File: src/rtl/ip_pkg.sv
// rtl/ip_pkg.sv - shared types and constants for the IPv4 receive path
package ip_pkg;

  typedef enum logic [2:0] {
    IDLE,
    HDR,
    HDR_OUT,
    PAYLOAD,
    DROP
  } ip_rx_state_t;

  localparam logic [15:0] ETH_TYPE_IPV4 = 16'h0800;
  localparam logic [3:0]  IPV4_VERSION  = 4'd4;
  localparam logic [3:0]  IPV4_MIN_IHL  = 4'd5;

  // IHL counts 32-bit words; the header length in bytes
  function automatic logic [15:0] ihl_bytes(input logic [3:0] ihl);
    return {10'd0, ihl, 2'b00};
  endfunction

endpackage

File: src/rtl/IP_OUTPUT_HEADER_IF.sv
// rtl/IP_OUTPUT_HEADER_IF.sv - parsed IPv4 header with valid/ready handshake
interface IP_OUTPUT_HEADER_IF;
  logic        hdr_valid;
  logic        hdr_ready;
  logic [47:0] eth_dest_mac;
  logic [47:0] eth_src_mac;
  logic [15:0] eth_type;
  logic [3:0]  version;
  logic [3:0]  ihl;
  logic [5:0]  dscp;
  logic [1:0]  ecn;
  logic [15:0] length;
  logic [15:0] identification;
  logic [2:0]  flags;
  logic [12:0] fragment_offset;
  logic [7:0]  ttl;
  logic [7:0]  protocol;
  logic [15:0] header_checksum;
  logic [31:0] source_ip;
  logic [31:0] dest_ip;

  modport Output (
    output hdr_valid, eth_dest_mac, eth_src_mac, eth_type, version, ihl, dscp, ecn,
           length, identification, flags, fragment_offset, ttl, protocol,
           header_checksum, source_ip, dest_ip,
    input  hdr_ready
  );

  modport Input (
    input  hdr_valid, eth_dest_mac, eth_src_mac, eth_type, version, ihl, dscp, ecn,
           length, identification, flags, fragment_offset, ttl, protocol,
           header_checksum, source_ip, dest_ip,
    output hdr_ready
  );

  modport master (
    output hdr_valid, eth_dest_mac, eth_src_mac, eth_type, version, ihl, dscp, ecn,
           length, identification, flags, fragment_offset, ttl, protocol,
           header_checksum, source_ip, dest_ip,
    input  hdr_ready
  );

  modport slave (
    input  hdr_valid, eth_dest_mac, eth_src_mac, eth_type, version, ihl, dscp, ecn,
           length, identification, flags, fragment_offset, ttl, protocol,
           header_checksum, source_ip, dest_ip,
    output hdr_ready
  );

endinterface

File: src/rtl/ip_checksum_accum.sv
// rtl/ip_checksum_accum.sv - byte-wise ones-complement 16-bit checksum accumulator
module ip_checksum_accum (
  input  logic        clk,
  input  logic        reset,
  input  logic        clear,
  input  logic        enable,
  input  logic [7:0]  data,
  output logic [15:0] sum
);

  logic [15:0] acc;
  logic [7:0]  hi_byte;
  logic        odd;
  logic [16:0] raw;
  logic [15:0] folded;

  // sum includes the current byte when it completes a word, so callers can
  // judge the header on the same cycle its final byte is accepted
  always_comb begin
    raw    = {1'b0, acc} + {1'b0, hi_byte, data};
    folded = raw[15:0] + {15'd0, raw[16]};
    sum    = (enable && odd) ? folded : acc;
  end

  always_ff @(posedge clk) begin
    if (reset || clear) begin
      acc     <= 16'd0;
      hi_byte <= 8'd0;
      odd     <= 1'b0;
    end else if (enable) begin
      if (odd) acc <= folded;
      else     hi_byte <= data;
      odd <= ~odd;
    end
  end

endmodule

File: src/rtl/ip_header_parser.sv
// rtl/ip_header_parser.sv - IPv4 header extractor and payload forwarder
module ip_header_parser
  import ip_pkg::*;
#(
  parameter bit CHECK_CHECKSUM = 1'b1
) (
  input  logic        clk,
  input  logic        reset,
  input  logic        s_eth_hdr_valid,
  output logic        s_eth_hdr_ready,
  input  logic [47:0] s_eth_dest_mac,
  input  logic [47:0] s_eth_src_mac,
  input  logic [15:0] s_eth_type,
  input  logic [7:0]  s_tdata,
  input  logic        s_tvalid,
  output logic        s_tready,
  input  logic        s_tlast,
  IP_OUTPUT_HEADER_IF.Output ip_hdr,
  output logic [7:0]  m_tdata,
  output logic        m_tvalid,
  input  logic        m_tready,
  output logic        m_tlast,
  output logic        m_tuser,
  output logic        err_early_term,
  output logic        err_invalid_hdr
);

  ip_rx_state_t      state;
  logic [5:0]        byte_cnt;
  logic [19:0][7:0]  hdr_b;
  logic [47:0]       eth_dest;
  logic [47:0]       eth_src;
  logic [15:0]       eth_type;
  logic [15:0]       remaining;
  logic              trunc;
  logic              hdr_valid_r;
  logic              err_early_r;
  logic              err_inv_r;

  logic [15:0] ck_sum;
  logic [15:0] hdr_len;
  logic [15:0] total_len;
  logic [5:0]  last_idx;
  logic        s_xfer;
  logic        hdr_bad;
  logic        in_pay;
  logic        pay_end;

  assign s_xfer    = s_tvalid && s_tready;
  assign hdr_len   = ihl_bytes(hdr_b[0][3:0]);
  assign last_idx  = hdr_len[5:0] - 6'd1;
  assign total_len = {hdr_b[2], hdr_b[3]};
  assign hdr_bad   = (CHECK_CHECKSUM && (ck_sum != 16'hFFFF)) ||
                     (total_len < hdr_len) || (eth_type != ETH_TYPE_IPV4);

  ip_checksum_accum u_cksum (
    .clk    (clk),
    .reset  (reset),
    .clear  (state == IDLE),
    .enable ((state == HDR) && s_xfer),
    .data   (s_tdata),
    .sum    (ck_sum)
  );

  // Payload path is a combinational pass-through; reset masks it so an
  // abandoned packet never shows m_tlast
  assign in_pay          = (state == PAYLOAD) && !reset;
  assign pay_end         = s_tlast || (remaining == 16'd1);
  assign s_eth_hdr_ready = (state == IDLE) && !reset;
  assign s_tready        = !reset && ((state == HDR) || (state == DROP) ||
                                      ((state == PAYLOAD) && !trunc && m_tready));
  assign m_tvalid        = in_pay && (trunc || s_tvalid);
  assign m_tdata         = (in_pay && !trunc) ? s_tdata : 8'h00;
  assign m_tlast         = in_pay && (trunc || (s_tvalid && pay_end));
  assign m_tuser         = in_pay && (trunc || (s_tvalid && s_tlast && (remaining != 16'd1)));
  assign err_early_term  = err_early_r;
  assign err_invalid_hdr = err_inv_r;

  assign ip_hdr.hdr_valid       = hdr_valid_r;
  assign ip_hdr.eth_dest_mac    = eth_dest;
  assign ip_hdr.eth_src_mac     = eth_src;
  assign ip_hdr.eth_type        = eth_type;
  assign ip_hdr.version         = hdr_b[0][7:4];
  assign ip_hdr.ihl             = hdr_b[0][3:0];
  assign ip_hdr.dscp            = hdr_b[1][7:2];
  assign ip_hdr.ecn             = hdr_b[1][1:0];
  assign ip_hdr.length          = total_len;
  assign ip_hdr.identification  = {hdr_b[4], hdr_b[5]};
  assign ip_hdr.flags           = hdr_b[6][7:5];
  assign ip_hdr.fragment_offset = {hdr_b[6][4:0], hdr_b[7]};
  assign ip_hdr.ttl             = hdr_b[8];
  assign ip_hdr.protocol        = hdr_b[9];
  assign ip_hdr.header_checksum = {hdr_b[10], hdr_b[11]};
  assign ip_hdr.source_ip       = {hdr_b[12], hdr_b[13], hdr_b[14], hdr_b[15]};
  assign ip_hdr.dest_ip         = {hdr_b[16], hdr_b[17], hdr_b[18], hdr_b[19]};

  always_ff @(posedge clk) begin
    if (reset) begin
      state       <= IDLE;
      byte_cnt    <= 6'd0;
      hdr_b       <= '0;
      eth_dest    <= 48'd0;
      eth_src     <= 48'd0;
      eth_type    <= 16'd0;
      remaining   <= 16'd0;
      trunc       <= 1'b0;
      hdr_valid_r <= 1'b0;
      err_early_r <= 1'b0;
      err_inv_r   <= 1'b0;
    end else begin
      err_early_r <= 1'b0;
      err_inv_r   <= 1'b0;
      case (state)
        IDLE: begin
          if (s_eth_hdr_valid) begin
            eth_dest <= s_eth_dest_mac;
            eth_src  <= s_eth_src_mac;
            eth_type <= s_eth_type;
            byte_cnt <= 6'd0;
            trunc    <= 1'b0;
            state    <= HDR;
          end
        end
        HDR: begin
          if (s_xfer) begin
            if (byte_cnt < 6'd20) hdr_b[byte_cnt[4:0]] <= s_tdata;
            byte_cnt <= byte_cnt + 6'd1;
            if (byte_cnt == 6'd0) begin
              if ((s_tdata[7:4] != IPV4_VERSION) || (s_tdata[3:0] < IPV4_MIN_IHL)) begin
                err_inv_r <= 1'b1;
                state     <= s_tlast ? IDLE : DROP;
              end else if (s_tlast) begin
                err_early_r <= 1'b1;
                state       <= IDLE;
              end
            end else if (byte_cnt == last_idx) begin
              if (hdr_bad) begin
                err_inv_r <= 1'b1;
                state     <= s_tlast ? IDLE : DROP;
              end else begin
                // tlast here means the frame ended right after the header
                hdr_valid_r <= 1'b1;
                trunc       <= s_tlast;
                state       <= HDR_OUT;
              end
            end else if (s_tlast) begin
              err_early_r <= 1'b1;
              state       <= IDLE;
            end
          end
        end
        HDR_OUT: begin
          if (ip_hdr.hdr_ready) begin
            hdr_valid_r <= 1'b0;
            remaining   <= total_len - hdr_len;
            state       <= (total_len == hdr_len) ? IDLE : PAYLOAD;
          end
        end
        PAYLOAD: begin
          if (trunc) begin
            if (m_tready) state <= IDLE;
          end else if (s_tvalid && m_tready) begin
            remaining <= remaining - 16'd1;
            // reaching the IP length before tlast leaves Ethernet padding to drain
            if (pay_end) state <= ((remaining == 16'd1) && !s_tlast) ? DROP : IDLE;
          end
        end
        DROP: begin
          if (s_tvalid && s_tlast) state <= IDLE;
        end
        default: state <= IDLE;
      endcase
    end
  end

endmodule

File: src/flat_wrapper.sv
// flat-port wrapper written by rule: the top's interface ports become plain ports
module ip_header_parser_flat import ip_pkg::*;
#(
  parameter bit CHECK_CHECKSUM = 1'b1
)
  (clk, reset, s_eth_hdr_valid, s_eth_hdr_ready, s_eth_dest_mac, s_eth_src_mac, s_eth_type, s_tdata, s_tvalid, s_tready, s_tlast, m_tdata, m_tvalid, m_tready, m_tlast, m_tuser, err_early_term, err_invalid_hdr, ip_hdr_hdr_valid, ip_hdr_eth_dest_mac, ip_hdr_eth_src_mac, ip_hdr_eth_type, ip_hdr_version, ip_hdr_ihl, ip_hdr_dscp, ip_hdr_ecn, ip_hdr_length, ip_hdr_identification, ip_hdr_flags, ip_hdr_fragment_offset, ip_hdr_ttl, ip_hdr_protocol, ip_hdr_header_checksum, ip_hdr_source_ip, ip_hdr_dest_ip, ip_hdr_hdr_ready);
  IP_OUTPUT_HEADER_IF ip_hdr_i ();
  input  logic clk;
  input  logic reset;
  input  logic s_eth_hdr_valid;
  output logic s_eth_hdr_ready;
  input  logic [47:0] s_eth_dest_mac;
  input  logic [47:0] s_eth_src_mac;
  input  logic [15:0] s_eth_type;
  input  logic [7:0] s_tdata;
  input  logic s_tvalid;
  output logic s_tready;
  input  logic s_tlast;
  output logic [7:0] m_tdata;
  output logic m_tvalid;
  input  logic m_tready;
  output logic m_tlast;
  output logic m_tuser;
  output logic err_early_term;
  output logic err_invalid_hdr;
  output wire logic [$bits(ip_hdr_i.hdr_valid)-1:0] ip_hdr_hdr_valid;
  output wire logic [$bits(ip_hdr_i.eth_dest_mac)-1:0] ip_hdr_eth_dest_mac;
  output wire logic [$bits(ip_hdr_i.eth_src_mac)-1:0] ip_hdr_eth_src_mac;
  output wire logic [$bits(ip_hdr_i.eth_type)-1:0] ip_hdr_eth_type;
  output wire logic [$bits(ip_hdr_i.version)-1:0] ip_hdr_version;
  output wire logic [$bits(ip_hdr_i.ihl)-1:0] ip_hdr_ihl;
  output wire logic [$bits(ip_hdr_i.dscp)-1:0] ip_hdr_dscp;
  output wire logic [$bits(ip_hdr_i.ecn)-1:0] ip_hdr_ecn;
  output wire logic [$bits(ip_hdr_i.length)-1:0] ip_hdr_length;
  output wire logic [$bits(ip_hdr_i.identification)-1:0] ip_hdr_identification;
  output wire logic [$bits(ip_hdr_i.flags)-1:0] ip_hdr_flags;
  output wire logic [$bits(ip_hdr_i.fragment_offset)-1:0] ip_hdr_fragment_offset;
  output wire logic [$bits(ip_hdr_i.ttl)-1:0] ip_hdr_ttl;
  output wire logic [$bits(ip_hdr_i.protocol)-1:0] ip_hdr_protocol;
  output wire logic [$bits(ip_hdr_i.header_checksum)-1:0] ip_hdr_header_checksum;
  output wire logic [$bits(ip_hdr_i.source_ip)-1:0] ip_hdr_source_ip;
  output wire logic [$bits(ip_hdr_i.dest_ip)-1:0] ip_hdr_dest_ip;
  input wire logic [$bits(ip_hdr_i.hdr_ready)-1:0] ip_hdr_hdr_ready;
  assign ip_hdr_hdr_valid = ip_hdr_i.hdr_valid;
  assign ip_hdr_eth_dest_mac = ip_hdr_i.eth_dest_mac;
  assign ip_hdr_eth_src_mac = ip_hdr_i.eth_src_mac;
  assign ip_hdr_eth_type = ip_hdr_i.eth_type;
  assign ip_hdr_version = ip_hdr_i.version;
  assign ip_hdr_ihl = ip_hdr_i.ihl;
  assign ip_hdr_dscp = ip_hdr_i.dscp;
  assign ip_hdr_ecn = ip_hdr_i.ecn;
  assign ip_hdr_length = ip_hdr_i.length;
  assign ip_hdr_identification = ip_hdr_i.identification;
  assign ip_hdr_flags = ip_hdr_i.flags;
  assign ip_hdr_fragment_offset = ip_hdr_i.fragment_offset;
  assign ip_hdr_ttl = ip_hdr_i.ttl;
  assign ip_hdr_protocol = ip_hdr_i.protocol;
  assign ip_hdr_header_checksum = ip_hdr_i.header_checksum;
  assign ip_hdr_source_ip = ip_hdr_i.source_ip;
  assign ip_hdr_dest_ip = ip_hdr_i.dest_ip;
  assign ip_hdr_i.hdr_ready = ip_hdr_hdr_ready;
  ip_header_parser #(.CHECK_CHECKSUM(CHECK_CHECKSUM)) u_core (.clk(clk), .reset(reset), .s_eth_hdr_valid(s_eth_hdr_valid), .s_eth_hdr_ready(s_eth_hdr_ready), .s_eth_dest_mac(s_eth_dest_mac), .s_eth_src_mac(s_eth_src_mac), .s_eth_type(s_eth_type), .s_tdata(s_tdata), .s_tvalid(s_tvalid), .s_tready(s_tready), .s_tlast(s_tlast), .ip_hdr(ip_hdr_i), .m_tdata(m_tdata), .m_tvalid(m_tvalid), .m_tready(m_tready), .m_tlast(m_tlast), .m_tuser(m_tuser), .err_early_term(err_early_term), .err_invalid_hdr(err_invalid_hdr));
endmodule
File: config.mk
export PLATFORM = sky130hd
export DESIGN_NAME = ip_header_parser_flat
export DESIGN_NICKNAME = d
export VERILOG_FILES = /design/src/rtl/ip_pkg.sv /design/src/rtl/IP_OUTPUT_HEADER_IF.sv /design/src/rtl/ip_checksum_accum.sv /design/src/rtl/ip_header_parser.sv /design/src/flat_wrapper.sv
export SDC_FILE = /design/constraint.sdc
export NUM_CORES = 1
export LEC_CHECK = 0
export CAP_MARGIN = 20
export CORE_UTILIZATION = 40
export CTS_CLUSTER_DIAMETER = 80
export DETAILED_ROUTE_END_ITERATION = 6
export DONT_BUFFER_PORTS = 1
export PLACE_DENSITY = 0.55
export SLEW_MARGIN = 20
export SYNTH_ARGS = -nofsm -noshare
export SYNTH_HDL_FRONTEND = slang
export SYNTH_SLANG_ARGS = --single-unit
File: constraint.sdc
create_clock -name clk -period 11.1 [get_ports clk]
set_input_delay 1.11 -clock clk [delete_from_list [all_inputs] [get_ports clk]]
set_output_delay 1.11 -clock clk [all_outputs]
set_load 0.005 [all_outputs]
==> qor.yml <==
detailed_routing:
  drc: 0
  drt-vias-per-instance: 5.56
  drtAntennaViolNets: 0
  drtPass1Iterations: 5
  vias: 12007
  first_iter_violations: 1093
  wl_per_cell_um: 19.8
  drt_wl_total_um: 42800
setup_path:
  cp_max_fo: 24
  worstRegToRegCells: 23
  crit_family: "compound AO/OA/AOI/OAI gates"
  required_ns: 11.59
  reg2reg_from: "u_core.u_cksum.acc[0]$_SDFFE_PP0P_"
  arrival_ns: 6.14
  reg2reg_setup_slack_ns: 5.69
  cp-startpoint: "s_tdata[0]"
  crit_slowest_cell: "a2111oi_0"
  rr_endpoint: "u_core.trunc$_SDFFE_PP0P_"
  endpoint_kind: "flip-flop"
  worst-path-buf-inv: 0
  cp-start-kind: "primary input"
  worst-setup-path-type: "in2reg"
  worstSetupPathDepth: 23
  slowest_delay_ns: 0.54
  path_cells: "ha_1, fa_1, a21o_1, and4_4, o21ai_0, nand2_1, a21o_1, a21oi_1, nor2_1, o21ai_0, nand2b_1, ha_1, ha_1, and2_1, nor3b_2, and3_1, a21oi_1, o21ai_0, a2111oi_0, o2111ai_1, or4_4, or2_1, a21oi_2"
power:
  leakage_nw: 5.38
  power.total_mw: 2.57
  p_per_area_nw_per_um2: 166
  switchingPower_uw: 604
  power_frac_clock_pct: 48.2
  internal-power_mw: 1.97
  combPwrFrac_pct: 4.0
  ir_drop_v: 0.0000989
  p_seq_share_pct: 47.8
  switching_share_pct: 23.5
grt:
  grt_pass1_vias: 10871
  grt_overflow: 0
  grt_pass1_wl_um: 64200
  antenna_found_initial: 2
  grtUsageTotal_pct: 22.6
  grt_max_degree: 304
run:
  maxCapViolCount: 0
sta:
  max_freq_ghz: 0.177
  worst_pin_slew_ns: 1.17
  fin_ws_ns: 5.45
  finalSetupTns_ns: 0
  setup_violations: 0
  final_max_slew_viol_count: 0
  fin_crit_ns: 5.65
  relSlewSlack_pct: 22.1
  hold_viol: 0
  fin_skew_ns: 0.0208
  rsz0062_at_grt: "false"
  period_share_pct: 50.9
finish:
  n_fill_cell: 3483
  area_delta_synth_final_pct: 9.75
  fin_cells: 2160
  layout-drive-gt1-share_pct: 5.22
  most-common-layout-cells: "393 x nand2_1, 326 x dfxtp_1, 256 x a21oi_1"
  multi_input_area_um2: 7080
  seqCellArea_um2: 6530
  fin_nets: 1839
  antenna_cells: 0
  mostFrequentLayoutCell: "nand2_1"
  fin_area_um2: 15500
worst_hold_path:
  min_from: "u_core.remaining[6]$_SDFFE_PP0P_"
  min_path_cells: 2
  hold_path_end: "u_core.remaining[6]$_SDFFE_PP0P_"
  min_path_type: "reg2reg"
synthesis:
  ys_types: 74
  syn_avg_cell_area_um2: 8.03
  syn_nets: 1922
  synth-main-ff-cell: "dfxtp_1"
  syn_inst: 1764
  yosysSeqAreaShare_pct: 46.1
  async_flop_share_pct: 0
  synth-edff-count: 0
  synth_seq_cells: 326
  syn-cell-area_um2: 14200
  synth_warnings: 0
clock_network:
  cts_hold_buf: 0
  tritoncts: "built"
  htreeDepth: 2
  cts_resized: 0
  path_clk_slew_ns: 0.06
  clock_tree.root_cell: "clkbuf_16"
  cts_max_path_buffers: 3
  cts_sinks: 326
  cts_buffers: 37
  clk_latency_ns: 0.56
  cts_setup_buffers: 0
die:
  boundaryPins: 415
  die_area_um2: 36200
  core-area_um2: 34700
  rows: 68
  initial_core_util_pct: 40.8
  chipHeight_um: 190
  dieWidth_um: 190
placement:
  placed_cells: 2097
  numPortBuffers: 0
  dp_hpwl_um: 28300
  pre_cts_slack_ns: 4.84
  place_congestion: 0.900
  dpl-instance-area_um2: 14300
run_status:
  status: "finished, final reports clean"
[cells by family (layout without fill, tap and decap cells)]
kind of cell	Yosys count	count (layout)	share of synthesized area (%)
AND/OR/NAND/NOR	772	772	24.6
AO/OA/AOI/OAI	374	374	14.7
flip-flops	326	326	46.1
buffers and inverters	149	90	4.03
multiplexers	71	71	5.12
XOR/XNOR	41	41	2.63
adder cells (fa/ha/maj)	31	31	2.84
[layout make-up]
class | count | area share (%)
inverter | 18 | 0.435
tap | 455 | 3.66
multi-input combinational | 1289 | 45.6
clock buffer | 52 | 6.97
clock inverter | 11 | 0.925
sequential | 326 | 42.0
timing repair buffer | 9 | 0.483
[power by group through the flow]
stage / combinational [mW] / clock [mW] / sequential (mW)
floorplan: 0.106 / 0 / 1.24
global placement: 0.101 / 0 / 1.25
detailed placement: 0.104 / 0 / 1.26
CTS: 0.104 / 1.27 / 1.23
global route: 0.118 / 1.32 / 1.23
finish: 0.104 / 1.24 / 1.23
[state kept, by name, summed over array words and instances, names as in the netlist, 13 cells and up]
register	count
u_core.ip_hdr.dest_ip	32
u_core.ip_hdr.fragment_offset	13
u_core.ip_hdr.eth_src_mac	48
u_core.ip_hdr.identification	16
u_core.ip_hdr.eth_dest_mac	48
u_core.ip_hdr.header_checksum	16
u_core.ip_hdr.length	16
u_core.remaining	16
u_core.ip_hdr.eth_type	16
u_core.ip_hdr.source_ip	32
u_core.u_cksum.acc	16
[tightest hold or removal path, stage by stage (launching register included)]
cell	delay [ns]
dfxtp_1	0.31
nand2_1	0.05
a21oi_1	0.05
[synth_stat cells, types with 3 or more instances]
cell type / instances / share of area [%]
o21ai_0: 48 / 1.7
xnor2_1: 24 / 1.5
a221oi_1: 3 / 0.19
inv_1: 18 / 0.48
and3_1: 10 / 0.44
nand3_1: 119 / 4.2
a21oi_1: 256 / 9.0
o2111ai_1: 5 / 0.31
buf_2: 3 / 0.11
or3_1: 4 / 0.18
dfxtp_1: 326 / 46
nor3b_1: 6 / 0.32
buf_1: 3 / 0.079
nor3_1: 26 / 0.92
clkbuf_1: 124 / 3.3
nand2b_1: 13 / 0.57
a211oi_1: 11 / 0.58
nor4_1: 14 / 0.62
o21a_1: 5 / 0.26
o211ai_1: 4 / 0.21
o211a_1: 3 / 0.21
nand4_1: 11 / 0.49
nor4b_1: 7 / 0.43
a31oi_1: 4 / 0.18
nor2_1: 116 / 3.1
a21o_1: 5 / 0.26
a22oi_1: 6 / 0.32
nor2b_1: 6 / 0.26
and2_1: 21 / 0.93
xor2_1: 16 / 0.99
nand2_1: 393 / 10
nand3b_1: 5 / 0.26
ha_1: 29 / 2.6
or2_2: 4 / 0.18
mux2i_1: 68 / 4.8
[metal layers]
metal | track usage, % | up-vias | share of wire (%)
li1 | - | 5881 | -
met1 | 28.3 | 5677 | 42
met2 | 35.5 | 379 | 46
met5 | 0 | - | 0
met3 | 8.23 | 70 | 9.7
met4 | 8.12 | 0 | 2.5
[per-stage QoR]
step           utilization [%]  hold WS, ns
6_report                  44.8        0.459
5_1_grt                   44.8        0.480
4_1_cts                   44.8        0.462
3_5_place_dp              41.2        0.453
3_3_place_gp              41.2        0.450
2_1_floorplan                -        0.436
[worst max path at each step]
stage | end | slack (ns)
floorplan | u_core.trunc$_SDFFE_PP0P_ | 5.42
global placement | u_core.trunc$_SDFFE_PP0P_ | 4.91
detailed placement | u_core.trunc$_SDFFE_PP0P_ | 4.84
CTS | u_core.trunc$_SDFFE_PP0P_ | 5.42
global route | u_core.trunc$_SDFFE_PP0P_ | 5.05
finish | u_core.trunc$_SDFFE_PP0P_ | 5.45
(Power assumes the default switching activity.)
